===== src/rtl/result_router_pkg.sv =====
// Shared definitions for the writeback router: port-index type and skid-buffer state encoding.
package result_router_pkg;

    localparam int unsigned PORT_INDEX_WIDTH = 8;

    typedef logic [PORT_INDEX_WIDTH-1:0] port_index_t;

    typedef enum logic [1:0] {
        BufEmpty = 2'd0,
        BufOne   = 2'd1,
        BufFull  = 2'd2
    } buffer_state_t;

endpackage


===== src/rtl/skid_buffer.sv =====
// Two-entry skid buffer for one destination: main register drives the output, skid absorbs
// the word that arrives while the destination stalls.
module skid_buffer
    import result_router_pkg::*;
#(
    parameter int unsigned PORT_WIDTH = 64
) (
    input  logic                  clock,
    input  logic                  reset,
    input  logic                  push,
    input  logic [PORT_WIDTH-1:0] push_data,
    output logic                  ready,
    output logic                  valid,
    input  logic                  consume,
    output logic [PORT_WIDTH-1:0] data
);

    buffer_state_t         state_q, state_d;
    logic [PORT_WIDTH-1:0] main_q, main_d;
    logic [PORT_WIDTH-1:0] skid_q, skid_d;
    logic                  pop;

    // Both flags come straight from state, so ready never sees consume combinationally.
    assign ready = (state_q != BufFull);
    assign valid = (state_q != BufEmpty);
    assign data  = main_q;
    assign pop   = valid && consume;

    always_comb begin
        state_d = state_q;
        main_d  = main_q;
        skid_d  = skid_q;
        case (state_q)
            BufEmpty: begin
                if (push) begin
                    state_d = BufOne;
                    main_d  = push_data;
                end
            end
            BufOne: begin
                if (push && pop) begin
                    main_d = push_data;
                end else if (push) begin
                    state_d = BufFull;
                    skid_d  = push_data;
                end else if (pop) begin
                    state_d = BufEmpty;
                end
            end
            BufFull: begin
                if (pop) begin
                    state_d = BufOne;
                    main_d  = skid_q;
                end
            end
            default: state_d = BufEmpty;
        endcase
    end

    always_ff @(posedge clock or posedge reset) begin
        if (reset) begin
            state_q <= BufEmpty;
        end else begin
            state_q <= state_d;
        end
    end

    always_ff @(posedge clock) begin
        main_q <= main_d;
        skid_q <= skid_d;
    end

endmodule


===== src/rtl/result_router.sv =====
// Writeback router: steers one valid/ready stream to NUMBER_PORTS skid-buffered destinations.
// Define ROUTER_RANGE_CHECK_EN to add the sticky selection_error output.
module result_router
    import result_router_pkg::*;
#(
    parameter int unsigned NUMBER_PORTS = 2,
    parameter int unsigned PORT_WIDTH   = 64
) (
    input  logic                            clock,
    input  logic                            reset,
    input  logic                            input_valid,
    output logic                            input_ready,
    input  logic [PORT_WIDTH-1:0]           input_data,
    input  logic [$clog2(NUMBER_PORTS)-1:0] input_port_selection,
    output logic [NUMBER_PORTS-1:0]         output_valid,
    input  logic [NUMBER_PORTS-1:0]         output_ready,
    output logic [PORT_WIDTH-1:0]           output_port [NUMBER_PORTS]
`ifdef ROUTER_RANGE_CHECK_EN
    ,
    output logic                            selection_error
`endif
);

    port_index_t             selection;
    logic [NUMBER_PORTS-1:0] buffer_ready;
    logic [NUMBER_PORTS-1:0] push;

    assign selection = port_index_t'(input_port_selection);

    // An unmatched (out-of-range) index keeps ready high and pushes nowhere: the word is dropped.
    always_comb begin
        input_ready = 1'b1;
        push        = '0;
        for (int i = 0; i < NUMBER_PORTS; i++) begin
            if (selection == port_index_t'(i)) begin
                input_ready = buffer_ready[i];
                push[i]     = input_valid && buffer_ready[i];
            end
        end
    end

`ifdef ROUTER_RANGE_CHECK_EN
    logic in_range;

    assign in_range = (selection < port_index_t'(NUMBER_PORTS));

    always_ff @(posedge clock or posedge reset) begin
        if (reset) begin
            selection_error <= 1'b0;
        end else if (input_valid && !in_range) begin
            selection_error <= 1'b1;
        end
    end
`endif

    for (genvar i = 0; i < NUMBER_PORTS; i++) begin : g_port
        skid_buffer #(
            .PORT_WIDTH(PORT_WIDTH)
        ) u_buffer (
            .clock    (clock),
            .reset    (reset),
            .push     (push[i]),
            .push_data(input_data),
            .ready    (buffer_ready[i]),
            .valid    (output_valid[i]),
            .consume  (output_ready[i]),
            .data     (output_port[i])
        );
    end

endmodule


===== config.mk =====
export PLATFORM = sky130hd
export DESIGN_NAME = result_router
export DESIGN_NICKNAME = d
export VERILOG_FILES = /design/src/rtl/result_router_pkg.sv /design/src/rtl/skid_buffer.sv /design/src/rtl/result_router.sv
export SDC_FILE = /design/constraint.sdc
export NUM_CORES = 1
export LEC_CHECK = 0
export ABC_AREA = 1
export CORE_ASPECT_RATIO = 1.4
export CORE_MARGIN = 10
export CORE_UTILIZATION = 51
export CTS_BUF_LIST = sky130_fd_sc_hd__clkbuf_16
export CTS_CLUSTER_SIZE = 25
export DETAILED_ROUTE_END_ITERATION = 16
export PLACE_DENSITY = 0.86
export SYNTH_ARGS = -nofsm -noshare
export SYNTH_HDL_FRONTEND = slang
export SYNTH_SLANG_ARGS = --single-unit
export TNS_END_PERCENT = 20

===== constraint.sdc =====
create_clock -name clock -period 6.5 [get_ports clock]
set_input_delay 0.65 -clock clock [delete_from_list [all_inputs] [get_ports clock]]
set_output_delay 0.65 -clock clock [all_outputs]
set_load 0.05 [all_outputs]

==> flow_metrics.py <==
metrics = {
    "logic_synthesis": {
        "yosysWarnings": 0,
        "yosysTopAreaCellShare_pct": 78.5,
        "syn_area_per_cell_um2": 13.4,
        "ys_ff_latch": 260,
        "yosys.area_share.xor_xnor_pct": 0,
        "synth.mux.area_fraction_pct": 0,
        "yosysSeqAreaShare_pct": 79.6,
        "ys_top_cells_by_area": "edfxtp_1, nand2_1, nand3_1",
        "yosysTopAreaCell": "edfxtp_1",
        "synth_top_family_by_area": "simple AND/OR/NAND/NOR gates",
        "syn_area_um2": 9790,
        "synth_compound_area_share_pct": 0.358,
        "synthDistinctLibCells": 17,
        "synth_adder_area_share_pct": 0,
        "synth-simple-area-share_pct": 16.9,
        "syn_inst": 728,
        "syn-num-nets": 798,
    },
    "clocking": {
        "cts_tree": "done",
        "postCtsSetupRepairBufs": 0,
        "clk-insertion-delay-late_ps": 500,
        "clock_path_buffers": 3,
        "h-tree-depth": 1,
        "cts_made_buffers": 24,
        "cts_resized": 0,
        "clock-sinks": 260,
        "clkTransAtPathRegs_ps": 70,
        "root_buffer": "clkbuf_16",
        "cts_hold_buf": 0,
    },
    "worst_hold_path": {
        "hp-class": "input pin to asynchronous set/reset pin",
    },
    "pwr": {
        "ir_drop_uv": 584,
        "power_leakage_nw": 4.85,
        "p_per_area_nw_per_um2": 478,
    },
    "die": {
        "num_rows": 59,
        "die_h_um": 184,
        "die_area_um2": 25200,
        "io_pins": 201,
        "initial_core_util_pct": 52.2,
        "coreArea_um2": 18800,
        "die_w_um": 137,
    },
    "worst_setup_path": {
        "cp_common_cell": "clkdlybuf4s50_1",
        "worstSetupPathType": "input pin to output port",
        "reg2reg_slack_ps": 3950,
        "end_kind": "output port",
        "max_stage_delay_ps": 800,
        "crit_slowest_cell": "clkdlybuf4s50_1",
        "crit_chain": "clkdlybuf4s50_1, inv_1, a21oi_1, or2_2, clkdlybuf4s50_1",
        "crit_required_ps": 5850,
        "cp.arrival_ps": 2380,
        "cp_max_fo": 4,
        "start_kind": "input pin",
    },
    "timing": {
        "hold_viol": 0,
        "timing.fmax_mhz": 330,
        "rsz0062_at_grt": "no",
        "maxSlewViolCount": 0,
        "hold_ws_ps": 328,
        "post-route-period-util_pct": 46.6,
        "timing.final.ws_setup_ps": 3470,
        "worstMarginPinSlew_ps": 1040,
        "slew_headroom_pct": 30.4,
        "period_needed_ps": 3030,
        "fin_skew_ps": 10.3,
        "setup_viol": 0,
        "setup_tns_ps": 0,
    },
    "detailed_routing": {
        "ant_nets": 0,
        "drc_errors": 0,
        "first_iter_violations": 548,
        "wire_per_inst_um": 19.5,
        "via_per_inst": 5.22,
        "wirelength_um": 23100,
        "first_pass_iters": 5,
        "via_count": 6182,
    },
    "global_route": {
        "grt_overflow": 0,
        "grt_pass1_vias": 6233,
        "antenna_found_initial": 1,
        "grt_max_degree": 68,
        "grt_pass1_wl_um": 35300,
        "grtUsageTotal_pct": 17.9,
    },
    "final_layout": {
        "fill_cells": 1290,
        "area_delta_synth_final_pct": 29.5,
        "final_cell_area_um2": 12700,
        "layout.nets": 993,
        "drive_above_1_share_pct": 5.54,
    },
    "placed_design": {
        "dp_hpwl_um": 14200,
        "dpl_worst_slack_ps": 3200,
        "io_buffer_count": 200,
        "dpl_cell_area_um2": 11900,
        "gp_congestion": 0.838,
    },
    "run_status": {
        "status": "finished clean",
    },
    "job": {
        "maxCapViolCount": 0,
    },
}
metal layers:
| layer | track usage, % | up-vias | wire [um] |
|---|---|---|---|
| li1 | - | 2902 | - |
| met4 | 6.38 | 0 | 640 |
| met3 | 3.28 | 40 | 1560 |
| met2 | 32.9 | 268 | 12700 |
| met1 | 20.1 | 2972 | 8200 |
| met5 | 0 | - | 0 |
flip-flops by register name, indices dropped and copies added, names as in the netlist:
register and flops:
g_port.u_buffer.data 128, g_port.u_buffer.skid_q 128, g_port.u_buffer.state_q 4
metrics by stage:
step / std cells / utilization (%) / power (mW)
after floorplan: 728 / - / 3.98
after global placement: 1141 / 63.6 / 4.72
after detailed placement: 1141 / 63.6 / 4.76
after CTS: 1183 / 67.6 / 6.11
after global routing: 1184 / 67.6 / 6.27
final: 1184 / 67.6 / 6.06
cell families after synthesis:
logic type	after synthesis
and+or+nand+nor	413
buffers and inverters	48
AOI/OAI and AO/OA	7
DFF	260
report_power, final:
part	internal, mW	leakage [nW]	switching, mW
clock network	0.773	0.395	0.569
logic	0.569	2.01	1.64
registers	2.38	2.44	0.130
total	3.72	4.85	2.34
path summary, 6_finish.rpt:
path / startpoint / to / depth (start not counted)
worst min-delay path: reset / g_port[1].u_buffer.state_q[0]$_DFFE_PP0P_ / 2
worst min register to register: g_port[0].u_buffer.skid_q[36]$_DFFE_PP_ / g_port[0].u_buffer.data[36]$_DFFE_PP_ / 2
worst max register to register: g_port[0].u_buffer.state_q[1]$_DFFE_PP0P_ / g_port[0].u_buffer.skid_q[39]$_DFFE_PP_ / 4
worst max-delay path: input_port_selection / input_ready / 5
max in group asynchronous: reset / g_port[1].u_buffer.state_q[1]$_DFFE_PP0P_ / 2
min in group clock: g_port[0].u_buffer.skid_q[36]$_DFFE_PP_ / g_port[0].u_buffer.data[36]$_DFFE_PP_ / 2
worst max-delay path, delay by kind of cell:
kind	cells	cell delay, ps
buffers and inverters	3	1440
AND/OR/NAND/NOR	1	130
AO/OA/AOI/OAI	1	160
synthesized netlist by cell type:
cell type  number
a21oi_1         7
dfrtp_1         4
nand2_1       332
nor2_2          1
or2_2           1
nand4_1         2
buf_1           2
nor3_1          2
buf_4          10
clkbuf_1        2
buf_6          11
nor2_1          5
inv_2           1
inv_1           9
buf_2          13
nand3_1        70
edfxtp_1      256
cell usage in the layout, fill, tap and decap left out, drive strengths merged:
cell and n:
nand2 332, or2 1, a21oi 7, clkinv 4, inv 18, edfxtp 256
nor3 2, clkinvlp 3, nor2 6, buf 7, clkbuf 25, bufinv 2
nand3 70, diode 1, nand4 2, dfrtp 4, clkdlybuf4s50 200
area by class of cell:
class                      count  area (um2)  area share (%)
clock buffer                  25         626            4.93
timing repair buffer         207        2050            16.2
multi-input combinational    420        1730            13.7
antenna                        1        2.50          0.0197
clock inverter                17         133            1.05
sequential                   260        7790            61.4
inverter                      10        37.5           0.296
tap                          244         305            2.41
Power figures use the tool's default switching activity.
